==> src/rtl/hack_pkg.sv <==
// Shared definitions for the RAM loader: bus widths, FSM state type and
// small state-decode helpers used to build the registered status outputs.
package hack_pkg;

    localparam int ADDR_W = 14;
    localparam int DATA_W = 16;

    typedef enum logic [2:0] {
        ST_IDLE   = 3'd0,
        ST_LEN_HI = 3'd1,
        ST_LEN_LO = 3'd2,
        ST_DAT_HI = 3'd3,
        ST_DAT_LO = 3'd4,
        ST_WRITE  = 3'd5,
        ST_CHK    = 3'd6,
        ST_DONE   = 3'd7
    } loader_state_t;

    // States in which a byte from the host link can be taken.
    function automatic logic state_takes_byte(input loader_state_t s);
        logic r;
        case (s)
            ST_LEN_HI, ST_LEN_LO, ST_DAT_HI, ST_DAT_LO, ST_CHK: r = 1'b1;
            default:                                          r = 1'b0;
        endcase
        return r;
    endfunction

    function automatic logic state_is_busy(input loader_state_t s);
        logic r;
        case (s)
            ST_IDLE, ST_DONE: r = 1'b0;
            default:          r = 1'b1;
        endcase
        return r;
    endfunction

    function automatic logic [7:0] sum8(input logic [7:0] a, input logic [7:0] b);
        return 8'(a + b);
    endfunction

endpackage

==> src/rtl/ram_loader.sv <==
// Streams a length-prefixed big-endian word image from a byte link into RAM,
// holding the CPU in reset meanwhile. Optional trailing checksum: RAM_LOADER_CHKSUM_EN.
module ram_loader
    import hack_pkg::*;
#(
    parameter int WORDS = 16384
) (
    input  logic              clock,
    input  logic              aclr_n,
    input  logic              start,
    input  logic [7:0]        s_data,
    input  logic              s_valid,
    output logic              s_ready,
    output logic [ADDR_W-1:0] address,
    output logic [DATA_W-1:0] data,
    output logic              wren,
    output logic              busy,
    output logic              cpu_reset,
    output logic              done,
    output logic              err,
    output logic              chk_ok
);

    loader_state_t     r_state;
    loader_state_t     w_next_state;
    logic [7:0]        r_len_hi;
    logic [15:0]       r_len;
    logic [7:0]        r_word_hi;
    logic [ADDR_W-1:0] r_index;
    logic [ADDR_W-1:0] r_address;
    logic [DATA_W-1:0] r_data;
    logic              r_s_ready;
    logic              r_wren;
    logic              r_busy;
    logic              r_done;
    logic              r_err;
    logic              w_accept;
    logic [15:0]       w_len_full;
    logic              w_len_too_big;
    logic              w_last;

    assign w_accept      = s_valid & r_s_ready;
    assign w_len_full    = {r_len_hi, s_data};
    assign w_len_too_big = (17'(w_len_full) > 17'(WORDS));
    // r_len is at least 1 whenever WRITE is reachable, so r_len-1 never underflows there.
    assign w_last        = (16'(r_index) == 16'(r_len - 16'd1));

    // Next-state decode for the byte-assembly FSM.
    always_comb begin
        w_next_state = r_state;
        case (r_state)
            ST_IDLE, ST_DONE: begin
                if (start) begin
                    w_next_state = ST_LEN_HI;
                end else begin
                    w_next_state = r_state;
                end
            end
            ST_LEN_HI: begin
                if (w_accept) begin
                    w_next_state = ST_LEN_LO;
                end else begin
                    w_next_state = ST_LEN_HI;
                end
            end
            ST_LEN_LO: begin
                if (!w_accept) begin
                    w_next_state = ST_LEN_LO;
                end else if ((w_len_full == 16'd0) || w_len_too_big) begin
                    w_next_state = ST_DONE;
                end else begin
                    w_next_state = ST_DAT_HI;
                end
            end
            ST_DAT_HI: begin
                if (w_accept) begin
                    w_next_state = ST_DAT_LO;
                end else begin
                    w_next_state = ST_DAT_HI;
                end
            end
            ST_DAT_LO: begin
                if (w_accept) begin
                    w_next_state = ST_WRITE;
                end else begin
                    w_next_state = ST_DAT_LO;
                end
            end
            ST_WRITE: begin
                if (w_last) begin
`ifdef RAM_LOADER_CHKSUM_EN
                    w_next_state = ST_CHK;
`else
                    w_next_state = ST_DONE;
`endif
                end else begin
                    w_next_state = ST_DAT_HI;
                end
            end
            ST_CHK: begin
                if (w_accept) begin
                    w_next_state = ST_DONE;
                end else begin
                    w_next_state = ST_CHK;
                end
            end
            default: w_next_state = ST_IDLE;
        endcase
    end

    // State register plus status flags registered from the next state so they align with it.
    always_ff @(posedge clock or negedge aclr_n) begin
        if (!aclr_n) begin
            r_state   <= ST_IDLE;
            r_s_ready <= 1'b0;
            r_wren    <= 1'b0;
            r_busy    <= 1'b0;
            r_done    <= 1'b0;
        end else begin
            r_state   <= w_next_state;
            r_s_ready <= state_takes_byte(w_next_state);
            r_wren    <= (w_next_state == ST_WRITE);
            r_busy    <= state_is_busy(w_next_state);
            r_done    <= (w_next_state == ST_DONE);
        end
    end

    // Length capture, word assembly, RAM address/data and error flag.
    always_ff @(posedge clock or negedge aclr_n) begin
        if (!aclr_n) begin
            r_len_hi  <= 8'd0;
            r_len     <= 16'd0;
            r_word_hi <= 8'd0;
            r_index   <= {ADDR_W{1'b0}};
            r_address <= {ADDR_W{1'b0}};
            r_data    <= {DATA_W{1'b0}};
            r_err     <= 1'b0;
        end else begin
            case (r_state)
                ST_IDLE, ST_DONE: begin
                    if (start) begin
                        r_index <= {ADDR_W{1'b0}};
                        r_err   <= 1'b0;
                    end
                end
                ST_LEN_HI: if (w_accept) r_len_hi <= s_data;
                ST_LEN_LO: begin
                    if (w_accept) begin
                        r_len <= w_len_full;
                        r_err <= w_len_too_big;
                    end
                end
                ST_DAT_HI: if (w_accept) r_word_hi <= s_data;
                ST_DAT_LO: begin
                    if (w_accept) begin
                        r_address <= r_index;
                        r_data    <= {r_word_hi, s_data};
                    end
                end
                // Index stops at N-1 <= WORDS-1, so the address cannot wrap.
                ST_WRITE: if (!w_last) r_index <= r_index + ADDR_W'(1);
                default: ;
            endcase
        end
    end

`ifdef RAM_LOADER_CHKSUM_EN
    logic [7:0] r_sum;
    logic       r_chk_ok;

    // Modulo-256 running sum of data bytes and the trailing-byte verdict.
    always_ff @(posedge clock or negedge aclr_n) begin
        if (!aclr_n) begin
            r_sum    <= 8'd0;
            r_chk_ok <= 1'b0;
        end else begin
            case (r_state)
                ST_IDLE, ST_DONE: begin
                    if (start) begin
                        r_sum    <= 8'd0;
                        r_chk_ok <= 1'b0;
                    end
                end
                ST_DAT_HI, ST_DAT_LO: if (w_accept) r_sum <= sum8(r_sum, s_data);
                ST_CHK: if (w_accept) r_chk_ok <= (sum8(r_sum, s_data) == 8'h00);
                default: ;
            endcase
        end
    end

    assign chk_ok = r_chk_ok;
`else
    assign chk_ok = 1'b1;
`endif

    assign s_ready   = r_s_ready;
    assign wren      = r_wren;
    assign busy      = r_busy;
    assign cpu_reset = r_busy;
    assign done      = r_done;
    assign err       = r_err;
    assign address   = r_address;
    assign data      = r_data;

endmodule

==> config.mk <==
export PLATFORM = sky130hd
export DESIGN_NAME = ram_loader
export DESIGN_NICKNAME = d
export VERILOG_FILES = /design/src/rtl/hack_pkg.sv /design/src/rtl/ram_loader.sv
export SDC_FILE = /design/constraint.sdc
export NUM_CORES = 1
export LEC_CHECK = 0
export BUFFER_PORTS_ARGS = -buffer_cell sky130_fd_sc_hd__buf_2
export CELL_PAD_IN_SITES_DETAIL_PLACEMENT = 1
export CELL_PAD_IN_SITES_GLOBAL_PLACEMENT = 2
export CORE_ASPECT_RATIO = 0.8
export CORE_MARGIN = 1
export CORE_UTILIZATION = 33
export DETAILED_ROUTE_END_ITERATION = 10
export GPL_TIMING_DRIVEN = 0
export PLACE_DENSITY_LB_ADDON = 0.1
export SKIP_CTS_REPAIR_TIMING = 1
export SYNTH_ARGS = -nofsm -noshare
export SYNTH_HDL_FRONTEND = slang
export SYNTH_SLANG_ARGS = --single-unit
==> constraint.sdc <==
create_clock -name clock -period 3 [get_ports clock]
set_clock_uncertainty 0.15 [all_clocks]
set_input_delay 0.45 -clock clock [delete_from_list [all_inputs] [get_ports clock]]
set_output_delay 0.45 -clock clock [all_outputs]
set_load 0.01 [all_outputs]
== Word level (Yosys, flattened, before mapping) ==
Cells that the tools add are included.
Word-level totals
  output and inout bits: 37
  register bits: 84
  logic and storage cells: 66
  input bits: 12
Operators by class
  equality and inequality tests: 18
  reductions and logical operators: 15
  bitwise logic cells: 1
  add/subtract/negate cells: 2
  magnitude comparators: 1
  multiplexer cells: 17
Operators with widths (number)
  $mux 14: 2
  $pmux 14 s2: 1
  $eq 3x3->1 const B: 8
  $pmux 3 s7: 1
  $eq 14x16->1: 1
  $gt 16x15->1 const B: 1
  $logic_not 16->1: 1
  $sub 16x1->16 const B: 1
  $mux 3: 5
  $add 14x1->14 const B: 1
  $eq 3x2->1 const B: 4
  $reduce_and 2->1: 4
  $eq 3x1->1 const B: 2
  $logic_not 3->1: 2
  $mux 1: 6
  $ne 2x2->1 const B: 3
  $reduce_and 3->1: 2
  $reduce_or 5->1: 1
  $reduce_bool 2->1: 2
  $reduce_or 2->1: 2
  $mux 2: 1
  $pmux 1 s2: 1
  $and 1x1->1: 1
  $logic_or 1x1->1: 1

== Depth between registers and ports, before layout ==
Gate-level depths: netlist (run 1).
  word-level depth: 8
  mapped depth: 10
  gate-level depth less buffers: 9

== Worst setup path before layout (run 1) ==
No wires, ideal clock.
  path type: flip-flop to flip-flop
  start: reg r_len[0]
  end: reg r_index[2]
  path slack: 0.080 ns
  cell stages (with the launch flop): 11
  clock period less this slack: 2.920 ns
  buffers on the path: 1
  data required time: 2.724 ns
  library setup time: 0.126 ns
  arrival time: 2.644 ns
  cell sequence: dfrtp_1 > inv_1 > ha_1 > or3b_2 > or4_1 > xnor2_1 > o2111a_1 > o2111a_2 > buf_6 > nor4b_1 > a311o_1
Between the ends
  cells in the longest elaborated chain, start to end: 4
Ends and longest elaborated chain
  from (decl): line ram_loader.sv:27  | logic [15:0] r_len;
  from (signal assigned): line ram_loader.sv:149  | r_len <= w_len_full;
  $sub 16x1->16: line ram_loader.sv:46  | assign w_last = (16'(r_index) == 16'(r_len - 16'd1));
  $eq 14x16->1: line ram_loader.sv:46
  $ne 2x2->1 (no source line)
  $reduce_and 3->1 (no source line)
  to (signal assigned): line ram_loader.sv:134  | r_index <= {ADDR_W{1'b0}};
  to (signal assigned): line ram_loader.sv:142  | r_index <= {ADDR_W{1'b0}};
  to (signal assigned): line ram_loader.sv:161  | ST_WRITE: if (!w_last) r_index <= r_index + ADDR_W'(1);
  to (decl): line ram_loader.sv:29  | logic [ADDR_W-1:0] r_index;
Every way passes these cells.
A chain may end at the register's enable or synchronous reset.

== Final worst setup path (run 1) ==
  start: reg r_len[2]
  end: reg r_index[2]
The elaborated chain is that of the path after synthesis.

==> qor.yml, run 1 <==
grt:
  grt_pass1_wl_mm: 18.0
  antenna_found_initial: 0
  first_global_vias: 3323
  track_usage: 0.185
  grt_overflow: 0
  grt_max_degree: 45
critical_path:
  slowest_delay_ns: 0.54
  worstSetupPathType: "register to register"
  crit_path_max_fanout: 7
  crit_required_ns: 3.07
  path_common_cell: "or4_4"
  crit_family: "simple AND/OR/NAND/NOR gates"
  crit_chain: "or4_4, buf_8, or4_4, o21ai_2, and4b_1, o2111a_2, buf_6, nor4b_1, a311o_1"
  crit_slowest_cell: "or4_4"
  end_kind: "register"
  worstPathArrival_ns: 3.06
  start_kind: "register"
  crit_buf_inv: 2
die:
  initial_core_util: 0.346
  die_w_um: 126
  die_h_um: 101
  ios: 49
  num_rows: 35
  core_mm2: 0.0118
  dieArea_mm2: 0.0128
place:
  post-place-cells: 617
  numPortBuffers: 46
  place_hpwl_mm: 7.93
  dp_slack_ns: -0.390
  gp_congestion: 0.745
drt:
  final_antenna_net_count: 0
  vias: 3285
  wire_per_inst_um: 17.3
  drc: 0
  drt-vias-per-instance: 5.13
  wirelength_mm: 11.1
  dr.pass1.iters: 4
  initialDrtViolationCount: 95
synth:
  ys_async_sr_fraction: 1.00
  synthFlopType: "dfrtp_1"
  ys_ff_latch: 84
  synth-edff-count: 0
  synth_area_mm2: 0.00407
  synth_area_per_cell_um2: 9.65
  syn_inst: 422
  yosysUniqueCellTypes: 55
  yosys_warnings: 0
  seq_area_frac_synth: 0.516
  synth_nets: 436
cells_and_area:
  diodes: 0
  area_growth_pct: 21.3
  fill_cells: 1353
  final_cells: 640
  final_nets: 502
  drive_gt1_frac: 0.264
  mostFrequentLayoutCell: "nand2_1"
  final_cell_mix: "114 x nand2_1, 81 x dfrtp_1, 46 x buf_2, 28 x mux2_2"
sta:
  rsz0062_at_grt: "true"
  slew_viol_final: 0
  finalHoldViolCount: 0
  final.setup.tns_ns: 0
  slew-limit-headroom: 0.207
  fin_crit_ns: 2.99
  tightest_slew_ns: 1.18
  period_share: 0.998
  fin_ws_ns: 0.00623
  holdWs_ns: 0.236
  setup_viol: 0
  max_freq_ghz: 0.334
status:
  status: "finished, final reports clean"
power_and_ir_drop:
  leakagePower_nw: 2.28
  ir_worst_vdd_mv: 0.320
  p_sw_mw: 1.73
  power_mw: 4.63
  internal-power_mw: 2.90
  p_per_area_mw_per_mm2: 936
  switching_share: 0.373
  seq_power_share: 0.411
  combPwrFrac: 0.368
  p_clk_frac: 0.221
clock_tree:
  clock_latency_ns: 0.34
  h-tree-depth: 3
  clk_pin_slew_ns: 0.06
  clockBufferDepth: 2
  cts_buffers: 9
  cts_tree: "done"
  cts_root_buffer: "clkbuf_16"
  clock-sinks: 84
run:
  cap_viol_max_count: 0
min_path:
  min_path_type: "input port to register"
-- Yosys cell counts, types with 4 or more instances --
cell type / instances / area (um^2)
nor3_1: 7 / 35.0
nor4_1: 4 / 25.0
dfrtp_1: 84 / 2100
o21ai_0: 19 / 95.1
or4_1: 4 / 30.0
mux2_2: 28 / 315
inv_1: 6 / 22.5
clkbuf_1: 18 / 67.6
nand3_1: 14 / 70.1
a32oi_1: 4 / 35.0
nand2_1: 115 / 432
xnor2_1: 13 / 114
a21oi_1: 17 / 85.1
nor2_1: 10 / 37.5
nor2b_1: 4 / 25.0
o31ai_1: 4 / 30.0
or3_1: 9 / 56.3
and3_1: 8 / 50.1
-- flip-flops by register name, indices dropped and copies added (netlist names), 3 cells and up --
register   cells
address       14
r_len_hi       8
r_len         16
r_state        3
r_index       14
r_word_hi      8
data          16
-- final cells by class --
| class | count | area [um^2] | area share |
|---|---|---|---|
| Buffer | 24 | 120 | 0.0243 |
| Clock buffer | 10 | 229 | 0.0464 |
| Clock inverter | 5 | 37.5 | 0.00760 |
| Inverter | 6 | 22.5 | 0.00456 |
| Multi-Input combinational cell | 308 | 1920 | 0.389 |
| Sequential cell | 84 | 2110 | 0.426 |
| Tap cell | 148 | 185 | 0.0375 |
| Timing Repair Buffer | 55 | 320 | 0.0648 |
-- through the flow --
step	cell area [um^2]	util
2_1_floorplan	4070	-
3_3_place_gp	4490	0.381
3_5_place_dp	4520	0.384
4_1_cts	4780	0.406
5_1_grt	4940	0.419
6_report	4940	0.419
-- worst min-delay path, stage by stage --
cell	delay [ns]
buf_2	0.13
nand2_1	0.06
nand2_1	0.04
-- power groups by stage --
stage	registers (mW)	clock network [mW]	logic [mW]
finish	1.90	1.02	1.70
global route	1.97	1.10	1.90
CTS	1.90	1.06	1.59
detailed placement	1.91	0	1.58
global placement	1.90	0	1.52
floorplan	1.88	0	1.06
-- final timing paths --
check / end / from / slack (ns) / cells past startpoint
worst max-delay path: r_index[2] / r_len[2] / 0.006 / 9
worst min-delay path: data[7] / s_data[7] / 0.24 / 3
worst max register to register: r_index[2] / r_len[2] / 0.006 / 9
worst min register to register: address[11] / address[11] / 0.32 / 2
max in group asynchronous: r_len[4] / aclr_n / 1.54 / 3
min in group asynchronous: s_ready / aclr_n / 0.52 / 2
-- cell families (layout without fill, tap and decap cells) --
kind of cell / count (synthesis) / after routing / share of synthesized area
and+or+nand+nor: 193 / 193 / 0.224
AOI/OAI and AO/OA: 65 / 65 / 0.102
muxes: 31 / 31 / 0.0848
buffers and inverters: 30 / 100 / 0.0319
other: 1 / 1 / 0.000921
xor gates and xnor gates: 16 / 16 / 0.0344
adders and majority gates: 2 / 2 / 0.00614
DFF: 84 / 84 / 0.516
-- layer usage --
layer / up-vias / GRT usage / wire length [um]
li1: 1587 / - / -
met1: 1651 / 0.257 / 5710
met2: 39 / 0.298 / 5000
met3: 8 / 0.0343 / 290
met4: 0 / 0.0528 / 101
met5: - / 0 / 0
No activity file was read; power rests on OpenSTA's default activity.
==> run 2, diff against run 1 <==
--- a/config.mk
+++ b/config.mk
@@ -8,9 +8,10 @@
 export BUFFER_PORTS_ARGS = -buffer_cell sky130_fd_sc_hd__buf_2
 export CELL_PAD_IN_SITES_DETAIL_PLACEMENT = 1
 export CELL_PAD_IN_SITES_GLOBAL_PLACEMENT = 2
-export CORE_ASPECT_RATIO = 0.8
+export CORE_ASPECT_RATIO = 1.2
 export CORE_MARGIN = 1
 export CORE_UTILIZATION = 33
+export CTS_BUF_LIST = sky130_fd_sc_hd__clkbuf_16
 export DETAILED_ROUTE_END_ITERATION = 10
 export GPL_TIMING_DRIVEN = 0
 export PLACE_DENSITY_LB_ADDON = 0.1
==> run 2 against run 1 <==
Non-clock buffer count up 1. Power up 2.9%. Fmax up 0.38%. Critical path depth unchanged. Sequential power about the same. Via count up 0.88%. Critical endpoint unchanged. Largest power group unchanged.
==> qor.yml, run 2 (synthesized netlist as in run 1, its figures left out) <==
status:
  status: "finished, final reports clean"
critical_path:
  crit_path_max_fanout: 5  # -2
  crit_chain: "or4_4, buf_6, or4_4, o21ai_2, and4b_1, o2111a_2, buf_6, nor4b_1, a311o_1"
  worstSetupEndpoint: "r_index[2]"
  slowest_delay_ns: 0.54  # about the same
  cp-startpoint: "r_len[1]"
  cp.depth: 9  # unchanged
  r2r_cells: 9  # unchanged
  crit_family: "simple AND/OR/NAND/NOR gates"
  worstSetupPathType: "register to register"
  crit_required_ns: 3.08  # about the same
  crit_slowest_cell: "or4_4"
  start_kind: "register"
  crit_buf_inv: 2  # unchanged
  rrSetupSlack_ns: 0.02  # about the same
  worstPathArrival_ns: 3.06  # about the same
  end_kind: "register"
  r2r-start: "r_len[1]"
  reg2reg_to: "r_index[2]"
drt:
  initialDrtViolationCount: 44  # -54%
  vias: 3314  # +0.88%
  drc: 0  # unchanged
  drt-vias-per-instance: 5.06  # -1.4%
  dr.pass1.iters: 4  # unchanged
  final_antenna_net_count: 0  # unchanged
  wire_per_inst_um: 16.4  # -5.7%
  wirelength_mm: 10.7  # -3.5%
grt:
  first_global_vias: 3249  # -2.2%
  grt_pass1_wl_mm: 17.3  # -3.8%
  track_usage: 0.182  # -0.00307
  grt_overflow: 0  # unchanged
  antenna_found_initial: 0  # unchanged
  grt_max_degree: 51  # +13%
power_and_ir_drop:
  ir_worst_vdd_mv: 0.359  # +12%
  leakagePower_nw: 2.31  # +1.3%
  seq_power_share: 0.397  # -0.014
  switching_share: 0.359  # -0.0144
  p_sw_mw: 1.71  # -1.1%
  power_mw: 4.76  # +2.9%
  p_per_area_mw_per_mm2: 953  # +1.7%
  internal-power_mw: 3.05  # +5.3%
  p_clk_frac: 0.255  # +0.034
  combPwrFrac: 0.348  # -0.020
clock_tree:
  cts_buffers: 9  # unchanged
  clock_latency_ns: 0.35  # about the same
  clk_pin_slew_ns: 0.07  # about the same
  cts_tree: "done"
  clockBufferDepth: 2  # unchanged
  clock-sinks: 84  # unchanged
  cts_root_buffer: "clkbuf_16"
  h-tree-depth: 3  # unchanged
sta:
  rsz0062_at_grt: "true"
  holdWs_ns: 0.229  # -0.00715 ns
  slew_viol_final: 0  # unchanged
  fin_ws_ns: 0.0175  # +0.0113 ns
  max_freq_ghz: 0.335  # +0.38%
  tightest_slew_ns: 1.23  # +0.0462 ns
  period_share: 0.994  # -0.00376
  setup_viol: 0  # unchanged
  finalHoldViolCount: 0  # unchanged
  slew-limit-headroom: 0.176  # -0.0311
  fin_crit_ns: 2.98  # -0.0113 ns
cells_and_area:
  area_growth_pct: 22.7
  final_cell_mix: "114 x nand2_1, 83 x dfrtp_1, 45 x buf_2, 28 x mux2_2, 19 x o21ai_0"
  mostFrequentLayoutCell: "nand2_1"
  drive_gt1_frac: 0.255  # -0.00917
  final_nets: 503  # +0.20%
  diodes: 0  # unchanged
die:
  initial_core_util: 0.338  # -0.00793
  num_rows: 44  # +26%
  die_h_um: 124  # +22%
  core_mm2: 0.0121  # +2.3%
  die_w_um: 103  # -18%
  dieArea_mm2: 0.0128  # about the same
  ios: 49  # unchanged
place:
  place_hpwl_mm: 7.70  # -3.0%
  numPortBuffers: 46  # unchanged
  dp_slack_ns: -0.297  # +0.0927 ns
  gp_congestion: 0.750  # +0.70%
min_path:
  min_path_type: "input port to register"
run:
  cap_viol_max_count: 0  # unchanged
-- run 2: cell count changes in the layout (fill, tap and decap cells not counted), sizes merged --
cell and change:
bufinv +2, buf +1, clkbuf -1, clkinv +1
clkinvlp -1
-- run 2: worst min path at each step --
stage / start / to / slack [ns] / cells after the start
global placement: r_word_hi[7] / data[15] / 0.30 / 2
detailed placement: aclr_n / s_ready / 0.30 / 1
global route: s_data[2] / data[2] / 0.23 / 3
CTS: aclr_n / r_state[0] / -0.07 / 1
floorplan: aclr_n / address[0] / 0.004 / 0
finish: s_data[2] / data[2] / 0.23 / 3
-- run 2: through the flow --
step / area [um^2] / cells / setup TNS (ns) / util
floorplan: 4070 / 422 / 0 / -
global placement: 4500 / 629 / -1.48 / 0.374
detailed placement: 4530 / 630 / -2.53 / 0.376
CTS: 4860 / 646 / -2.82 / 0.403
global route: 5000 / 655 / -0.632 / 0.414
finish: 5000 / 655 / 0 / 0.414
-- run 2: power by group through the flow --
| stage | clock network (mW) | registers, mW | logic (mW) |
|---|---|---|---|
| final | 1.21 | 1.89 | 1.65 |
| after CTS | 1.25 | 1.89 | 1.57 |
| after detailed placement | 0 | 1.91 | 1.56 |
| after global placement | 0 | 1.89 | 1.51 |
| after global routing | 1.30 | 1.96 | 1.86 |
| after floorplan | 0 | 1.88 | 1.06 |
-- run 2: routing by layer --
metal	global-route usage	wire, um	up-vias
li1	-	-	1605
met1	0.233	4990	1656
met2	0.305	5330	43
met3	0.0410	253	10
met4	0.0555	145	0
met5	0	0	-
-- run 2: cell type report --
| class | count | area, um^2 |
|---|---|---|
| Inverter | 6 | 22.5 |
| Clock inverter | 7 | 98.8 |
| Sequential cell | 84 | 2100 |
| Clock buffer | 9 | 225 |
| Timing Repair Buffer | 56 | 330 |
| Fill cell | 1404 | 7060 |
| Buffer | 24 | 116 |
| Tap cell | 161 | 201 |
| Multi-Input combinational cell | 308 | 1900 |
-- run 2: worst register-to-register path, stage by stage, from the launching register on --
cell and delay, ns:
dfrtp_1 0.41, or4_4 0.54, buf_6 0.15, or4_4 0.51
o21ai_2 0.14, and4b_1 0.23, o2111a_2 0.27, buf_6 0.13
nor4b_1 0.05, a311o_1 0.29
